### src/rtl/alu_arbiter.sv
// rtl/alu_arbiter.sv - two-requester round-robin arbiter in front of a shared external ALU
module alu_arbiter #(
   parameter int WIDTH = 64
) (
   input  logic             clk,
   input  logic             reset,
   input  logic             req0,
   input  logic             req1,
   input  logic [2:0]       op0,
   input  logic [2:0]       op1,
   input  logic [WIDTH-1:0] a0,
   input  logic [WIDTH-1:0] b0,
   input  logic [WIDTH-1:0] a1,
   input  logic [WIDTH-1:0] b1,
   output logic             gnt0,
   output logic             gnt1,
   output logic [WIDTH-1:0] alu_a,
   output logic [WIDTH-1:0] alu_b,
   output logic [2:0]       alu_cntrl,
   input  logic [WIDTH-1:0] alu_result,
   input  logic             alu_negative,
   input  logic             alu_zero,
   input  logic             alu_overflow,
   input  logic             alu_carry,
   output logic             rsp_valid,
   output logic             rsp_id,
   output logic [WIDTH-1:0] rsp_result,
   output logic [3:0]       rsp_flags,
   input  logic             rsp_ready
);

   typedef enum logic [1:0] {
      IDLE = 2'd0,
      EXEC = 2'd1,
      RESP = 2'd2
   } state_t;

   state_t           state_q, state_d;
   logic             last_gnt_q, last_gnt_d;
   logic [WIDTH-1:0] alu_a_q, alu_a_d;
   logic [WIDTH-1:0] alu_b_q, alu_b_d;
   logic [2:0]       alu_cntrl_q, alu_cntrl_d;
   logic             rsp_valid_q, rsp_valid_d;
   logic             rsp_id_q, rsp_id_d;
   logic [WIDTH-1:0] rsp_result_q, rsp_result_d;
   logic [3:0]       rsp_flags_q, rsp_flags_d;

   logic grant;
   logic sel;

   // Arbitration: grant only from IDLE and never while reset is held; on a tie the
   // requester that did not win last time is chosen.
   always_comb begin
      grant = 1'b0;
      sel   = 1'b0;
      if (state_q == IDLE && !reset && (req0 || req1)) begin
         grant = 1'b1;
         if (req0 && req1) begin
            sel = ~last_gnt_q;
         end else begin
            sel = req1;
         end
      end
      gnt0 = grant && !sel;
      gnt1 = grant && sel;
   end

   // Next-state and register update logic for the IDLE -> EXEC -> RESP sequence.
   always_comb begin
      state_d      = state_q;
      last_gnt_d   = last_gnt_q;
      alu_a_d      = alu_a_q;
      alu_b_d      = alu_b_q;
      alu_cntrl_d  = alu_cntrl_q;
      rsp_valid_d  = rsp_valid_q;
      rsp_id_d     = rsp_id_q;
      rsp_result_d = rsp_result_q;
      rsp_flags_d  = rsp_flags_q;
      case (state_q)
         IDLE: begin
            if (grant) begin
               alu_a_d     = sel ? a1 : a0;
               alu_b_d     = sel ? b1 : b0;
               alu_cntrl_d = sel ? op1 : op0;
               rsp_id_d    = sel;
               last_gnt_d  = sel;
               state_d     = EXEC;
            end
         end
         EXEC: begin
            rsp_result_d = alu_result;
            rsp_flags_d  = {alu_negative, alu_zero, alu_overflow, alu_carry};
            rsp_valid_d  = 1'b1;
            state_d      = RESP;
         end
         RESP: begin
            if (rsp_valid_q && rsp_ready) begin
               rsp_valid_d = 1'b0;
               state_d     = IDLE;
            end
         end
         default: begin
            state_d = IDLE;
         end
      endcase
   end

   // State and datapath registers; reset aborts any operation in flight.
   always_ff @(posedge clk or posedge reset) begin
      if (reset) begin
         state_q      <= IDLE;
         last_gnt_q   <= 1'b1;
         alu_a_q      <= '0;
         alu_b_q      <= '0;
         alu_cntrl_q  <= '0;
         rsp_valid_q  <= 1'b0;
         rsp_id_q     <= 1'b0;
         rsp_result_q <= '0;
         rsp_flags_q  <= '0;
      end else begin
         state_q      <= state_d;
         last_gnt_q   <= last_gnt_d;
         alu_a_q      <= alu_a_d;
         alu_b_q      <= alu_b_d;
         alu_cntrl_q  <= alu_cntrl_d;
         rsp_valid_q  <= rsp_valid_d;
         rsp_id_q     <= rsp_id_d;
         rsp_result_q <= rsp_result_d;
         rsp_flags_q  <= rsp_flags_d;
      end
   end

   assign alu_a      = alu_a_q;
   assign alu_b      = alu_b_q;
   assign alu_cntrl  = alu_cntrl_q;
   assign rsp_valid  = rsp_valid_q;
   assign rsp_id     = rsp_id_q;
   assign rsp_result = rsp_result_q;
   assign rsp_flags  = rsp_flags_q;

endmodule

### config.mk
export PLATFORM = sky130hd
export DESIGN_NAME = alu_arbiter
export DESIGN_NICKNAME = d
export VERILOG_FILES = /design/src/rtl/alu_arbiter.sv
export SDC_FILE = /design/constraint.sdc
export NUM_CORES = 1
export LEC_CHECK = 0
export ABC_AREA = 1
export CORE_AREA = 10 10 200 202
export DETAILED_ROUTE_END_ITERATION = 8
export DIE_AREA = 0 0 210 212
export PLACE_DENSITY = 0.67
export SLEW_MARGIN = 20
export SYNTH_ARGS = -nofsm -noshare
export SYNTH_HDL_FRONTEND = slang
export SYNTH_SLANG_ARGS = --single-unit
### constraint.sdc
create_clock -name clk -period 15.9 [get_ports clk]
set_input_delay 3.18 -clock clk [delete_from_list [all_inputs] [get_ports clk]]
set_output_delay 3.18 -clock clk [all_outputs]
set_load 0.005 [all_outputs]
==> insert_results.sql <==
INSERT INTO impl_metrics (metric_group, metric, value, unit) VALUES
('routing', 'firstDrtPassIters', '6', ''),
('routing', 'finalWirelength', '39500', 'µm'),
('die', 'die_y', '212', 'µm'),
('run', 'max_cap_viol_count', '0', ''),
('sta', 'setup_viol_count_final', '0', ''),
('sta', 'clock.fmax', '109', 'MHz'),
('layout', 'register_area', '0.00511', 'mm²'),
('sta', 'timing.slew.headroom', '25.5', '%'),
('layout', 'layout_common_cells', 'clkdlybuf4s50_1, nand3_1, nand2_1', ''),
('grt', 'initial_antenna_violation_count', '0', ''),
('sta', 'tightestPinTransition', '1.12', 'ns'),
('sta', 'tns', '0', 'ns'),
('setup_path', 'cp_slowest_stage_delay', '0.66', 'ns'),
('clock_tree', 'worstSkewPairLatency', '0.53', 'ns'),
('layout', 'fraction_of_layout_instances_using_a_drive_strength_above_1', '3.55', '%'),
('synth', 'mappedNetlistArea', '0.00889', 'mm²'),
('power_and_ir_drop', 'p_sw', '0.000261', 'W'),
('setup_path', 'critPathSlowestCell', 'buf_4', ''),
('sta', 'worst_clock_skew', '0.00880', 'ns'),
('setup_path', 'timing.setup.critical_path_class', 'input pin to primary output', ''),
('power_and_ir_drop', 'fin_total_pwr', '0.00118', 'W'),
('layout', 'non_filler_cell_area_final', '0.0153', 'mm²'),
('grt', 'pin_count_of_the_biggest_net_entering_global_routing', '97', ''),
('grt', 'grtUsageTotal', '16.5', '%'),
('synth', 'ys_seq_area_share', '57.5', '%'),
('synth', 'postSynthAreaPerCell', '8.52', 'µm²'),
('die', 'placeableCoreArea', '0.0361', 'mm²'),
('routing', 'vias_per_cell', '4.68', ''),
('die', 'rows', '70', ''),
('placement', 'io_buffer_count', '537', ''),
('die', 'ioPinCount', '538', ''),
('grt', 'grt_pass1_wl', '58600', 'µm'),
('layout', 'final_core_utilization', '42.4', '%'),
('power_and_ir_drop', 'powerDensity', '77.2', 'mW/mm²'),
('sta', 'hold_ws', '0.468', 'ns'),
('synth', 'post_synth_num_cell_types', '14', ''),
('synth', 'postSynthRegisterBits', '204', ''),
('power_and_ir_drop', 'switching_share', '22.2', '%'),
('die', 'initial_core_util', '24.6', '%'),
('layout', 'multi_input_comb_area', '0.00333', 'mm²'),
('sta', 'timing_hold_violations_final', '0', ''),
('status', 'outcome', 'finished clean', ''),
('clock_tree', 'clkSinkCount', '204', ''),
('setup_path', 'timing.critical_path.from_type', 'input pin', ''),
('power_and_ir_drop', 'worst_ir_drop_vdd', '0.0000613', 'V'),
('power_and_ir_drop', 'clockPowerShare', '46.8', '%'),
('min_path', 'min_path_type', 'register to register', ''),
('power_and_ir_drop', 'p_int', '0.000919', 'W'),
('routing', 'routedWlPerCell', '19.6', 'µm'),
('grt', 'grt_overflow_total', '0', ''),
('clock_tree', 'worst_setup_hold_path_clk_slew', '0.06', 'ns'),
('layout', 'layout_commonest_cell', 'clkdlybuf4s50_1', ''),
('routing', 'drtIter0Drc', '683', ''),
('layout', 'diodes', '0', ''),
('sta', 'min_period_over_period', '57.5', '%'),
('clock_tree', 'cts-buffers-inserted', '24', ''),
('setup_path', 'critical_path_required', '12.72', 'ns'),
('setup_path', 'timing.critical_path.to_type', 'primary output', ''),
('clock_tree', 'postCtsSetupBuffers', '0', ''),
('routing', 'route.vias.total', '9431', ''),
('clock_tree', 'cts_root_buffer', 'clkbuf_16', ''),
('layout', 'syn_to_final_growth', '72.1', '%'),
('synth', 'netlist_instances', '1043', ''),
('placement', 'routabilityCongestion', '0.825', ''),
('power_and_ir_drop', 'leakage', '6.64', 'nW'),
('die', 'die-area', '0.0445', 'mm²'),
('clock_tree', 'cts.path.max_buffers', '3', ''),
('setup_path', 'crit_chain', 'clkdlybuf4s50_1 > inv_8 > nand2_1 > nor2_4 > buf_4 > nand2_1 > inv_1 > clkdlybuf4s50_1', ''),
('clock_tree', 'cts.repair.resized', '0', ''),
('sta', 'maxSlewViolCount', '0', ''),
('placement', 'dpl_cell_area', '0.0145', 'mm²');
## cell usage after synthesis
cell type	n	area (µm²)
buf_2	49	245
dfrtp_1	203	5080
clkbuf_1	19	71.3
nand3_1	395	1980
dfstp_2	1	26.3
buf_1	1	3.75
nor2_1	2	7.51
buf_4	17	128
o21ai_0	1	5.00
inv_1	4	15.0
nand3b_1	1	7.51
nand2_1	345	1290
inv_2	2	7.51
nor2_2	3	18.8
## per-layer routing
layer  vias to the layer above  share of wire, %  GRT usage (%)  wire length (µm)
li1                       4451                 -              -                 -
met1                      4524                38           19.5             15200
met2                       423                50           28.3             19600
met3                        33                11           6.24              4180
met4                         0               1.4           3.08               572
met5                         -                 0              0                 0
## power groups by stage
stage	Combinational (W)	Sequential [W]	Clock, W
after floorplan	0.0000175	0.000529	0
after global routing	0.000116	0.000519	0.000589
after CTS	0.000111	0.000519	0.000569
after detailed placement	0.000110	0.000529	0
after global placement	0.000110	0.000529	0
final	0.000109	0.000519	0.000552
## critical path, delay by kind of cell
| kind | cells | cell delay (ns) |
|---|---|---|
| AND/OR/NAND/NOR | 3 | 0.49 |
| buffers and inverters | 5 | 2.18 |
## final timing paths
check,to,start,cells after the start,slack (ns)
max in group asynchronous,alu_b[25],reset,3,11.44
setup reg to reg,alu_b[18],state_q[1],8,12.26
hold / removal,rsp_result[3],rsp_result[3],2,0.47
min in group asynchronous,alu_b[50],reset,2,3.10
setup / recovery,gnt1,reset,8,6.76
hold reg to reg,rsp_result[3],rsp_result[3],2,0.47
## cells by family (layout without fill, tap and decap cells)
logic type             count (synthesis)  after routing  share of synthesized area, %
AO/OA/AOI/OAI                          1              1                        0.0563
buffers and inverters                 92            598                          5.29
flip-flops                           204            204                          57.5
AND/OR/NAND/NOR                      746            746                          37.2
## metrics by stage
step / instances / setup slack, ns
after floorplan: 1043 / 4.26
after global placement: 1973 / 6.68
after detailed placement: 1973 / 6.73
after CTS: 2017 / 6.72
after global routing: 2017 / 6.49
final: 2017 / 6.76
## state kept, by name, summed over array words and instances, names as in the netlist
signal      count
rsp_result     64
state_q         2
rsp_valid       1
alu_a          64
alu_b          64
rsp_flags       4
last_gnt_q      1
rsp_id          1
alu_cntrl       3
## area by class of cell
type,count,area share [%]
well taps,468,3.83
repair buffers,548,35.7
inverters,6,0.221
clock buffers,38,4.74
flip-flops and latches,204,33.4
clock inverters,6,0.360
multi-input cells,747,21.8
Power figures use the tool's default switching activity.
==> variant (config.mk and constraints unchanged) <==
Re-encode `state_t` (3 states) as one-hot, 3 bits wide.
--- a/src/rtl/alu_arbiter.sv
+++ b/src/rtl/alu_arbiter.sv
@@ -30,8 +30,8 @@
 );
 
-   typedef enum logic [1:0] {
-      IDLE = 2'd0,
-      EXEC = 2'd1,
-      RESP = 2'd2
+   typedef enum logic [2:0] {
+      IDLE = 3'b001,
+      EXEC = 3'b010,
+      RESP = 3'b100
    } state_t;
 
Check against the original RTL: same outputs for any inputs over 4 cycles, from zero or initial values and one cycle with reset high; so few cycles prove little.
==> variant against the unedited design <==
Maximum frequency shrank 4.6%. Sequential cell count rose by 1. Synthesized area is 2.7% higher. Design area rose by 1.0%. Setup slack lost 0.44 ns. First-iteration DRC count up 1.2%. Routed wire length decreased by 1.1%. Largest cell class unchanged. Clock skew is 0.0072 ns higher. Synthesized cell count increased by 0.48%. Critical endpoint unchanged. Via count decreased by 0.11%. Hold slack better by 0.0022 ns.
Power is not compared: it rests on default switching activity, and its combinational part moved more than twofold at a synthesized area within 25%.
==> variant: results (changes against the unedited design) <==
drive_gt1_share_pct: 3.74  # was 3.55%
p_total_mw: 2.59
crit_path_end: "gnt1"  # unchanged
ys_ff_latch: 205  # was 204
grt_max_degree: 140  # was 97
drtIter0Drc: 691  # was 683
cts_max_level: 1  # unchanged
bufAreaShareNonClock_pct: 35.4  # was 35.7%
path_max_fanout: 74  # was 84
final-clk-cell-share_pct: 5.10  # about the same
multiInputGateArea_um2: 3180  # was 3330 um^2
pre_cts_ws_ns: 6.15  # was 6.73 ns
hpwl_mm: 28.6  # was 29.0 mm
status: "finished, final reports clean"  # unchanged
drt-pass1-iter-count: 5  # was 6
inv_count: 74  # was 6
synth.distinct_cells: 20  # was 14
fin_skew_ns: 0.0160  # was 0.00880 ns
n_antenna_cell: 1  # was 0
netlist_top_cells_count: "nand3_1 (394), nand2_1 (210), dfrtp_1 (203), inv_1 (72), o21ai_0 (68)"  # was nand3_1 (395), nand2_1 (345), dfrtp_1 (203), buf_2 (49), clkbuf_1 (19)
seq_area_um2: 5130  # was 5110 um^2
worstHoldStart: "last_gnt_q"  # was rsp_result[3]
nClkBuffers: 35  # was 38
fin_nets: 1869  # was 1,866
arrival_ns: 6.40  # was 5.96 ns
tightest_slew_ns: 1.07  # was 1.12 ns
reg2reg_from: "last_gnt_q"  # was state_q[1]
synthTopCellsByArea: "dfrtp_1 (56%), nand3_1 (22%), nand2_1 (8.6%), o21ai_0 (3.7%), inv_1 (3.0%)"  # was dfrtp_1 (57%), nand3_1 (22%), nand2_1 (15%), buf_2 (2.8%), buf_4 (1.4%)
drt-wirelength-per-cell_um: 19.3  # was 19.6 um
gp_congestion: 0.813  # was 0.825
n_all_buffers: 546  # was 548
portBuffers: 537  # unchanged
post_cts_resized: 0  # unchanged
regToRegSetupSlack_ns: 13.04  # was 12.26 ns
fill_cells: 3522  # was 3,499
syn-num-nets: 1383  # was 1,378
grt_pass1_vias: 9425  # was 9,656
seq_area_share_pct: 33.2  # was 33.4%
final_cells: 2021  # was 2,017
grt_pass1_wl_mm: 57.6  # was 58.6 mm
setup.worst_path.start: "req1"  # was reset
hold_ws_ns: 0.470  # was 0.468 ns
ys_seq_area_share_pct: 56.2  # was 57.5%
setup_ws_ns: 6.32  # was 6.76 ns
syn_avg_cell_area_um2: 8.71  # was 8.52 um^2
viasPerCell: 4.66  # was 4.68
nMultiInputCombCells: 683  # was 747
ff2ff_path_depth: 6  # was 8
power_clock_uw: 556
regToRegEndpoint: "alu_a[0]"  # was alu_b[18]
track_usage_pct: 16.3  # was 16.5%
placed_cell_area_um2: 14600  # was 14,500 um^2
min_to: "last_gnt_q"  # was rsp_result[3]
[variant: cell types whose count changed in the layout (fill, tap and decap cells not counted), sizes merged, moves of 2 or more]
cell | before | now
inv | 5 | 74
nand2 | 345 | 212
clkinvlp | 0 | 2
clkbuf | 38 | 35
o21ai | 1 | 69
buf | 11 | 9
[variant: worst max-delay path, cell delays in order]
cell	delay [ns]
clkdlybuf4s50_1	0.54
nand2_4	0.40
inv_4	0.70
buf_4	0.75
nand2_1	0.19
inv_1	0.09
clkdlybuf4s50_1	0.51
[variant: cells by family (layout without fill, tap and decap cells)]
group           count (synthesis)  after routing  share of synthesized area (%)
buf+inv                       160            664                           9.06
simple gates                  612            612                           30.8
other cells                     0              1                              0
compound gates                 71             71                           3.95
flops                         205            205                           56.2
[variant: routing by layer]
layer	up-vias	wire length, um	GRT usage (%)
met3	41	4100	6.18
met5	-	0	0
met2	405	19700	28.3
li1	4463	-	-
met1	4512	14600	18.6
met4	0	633	3.52
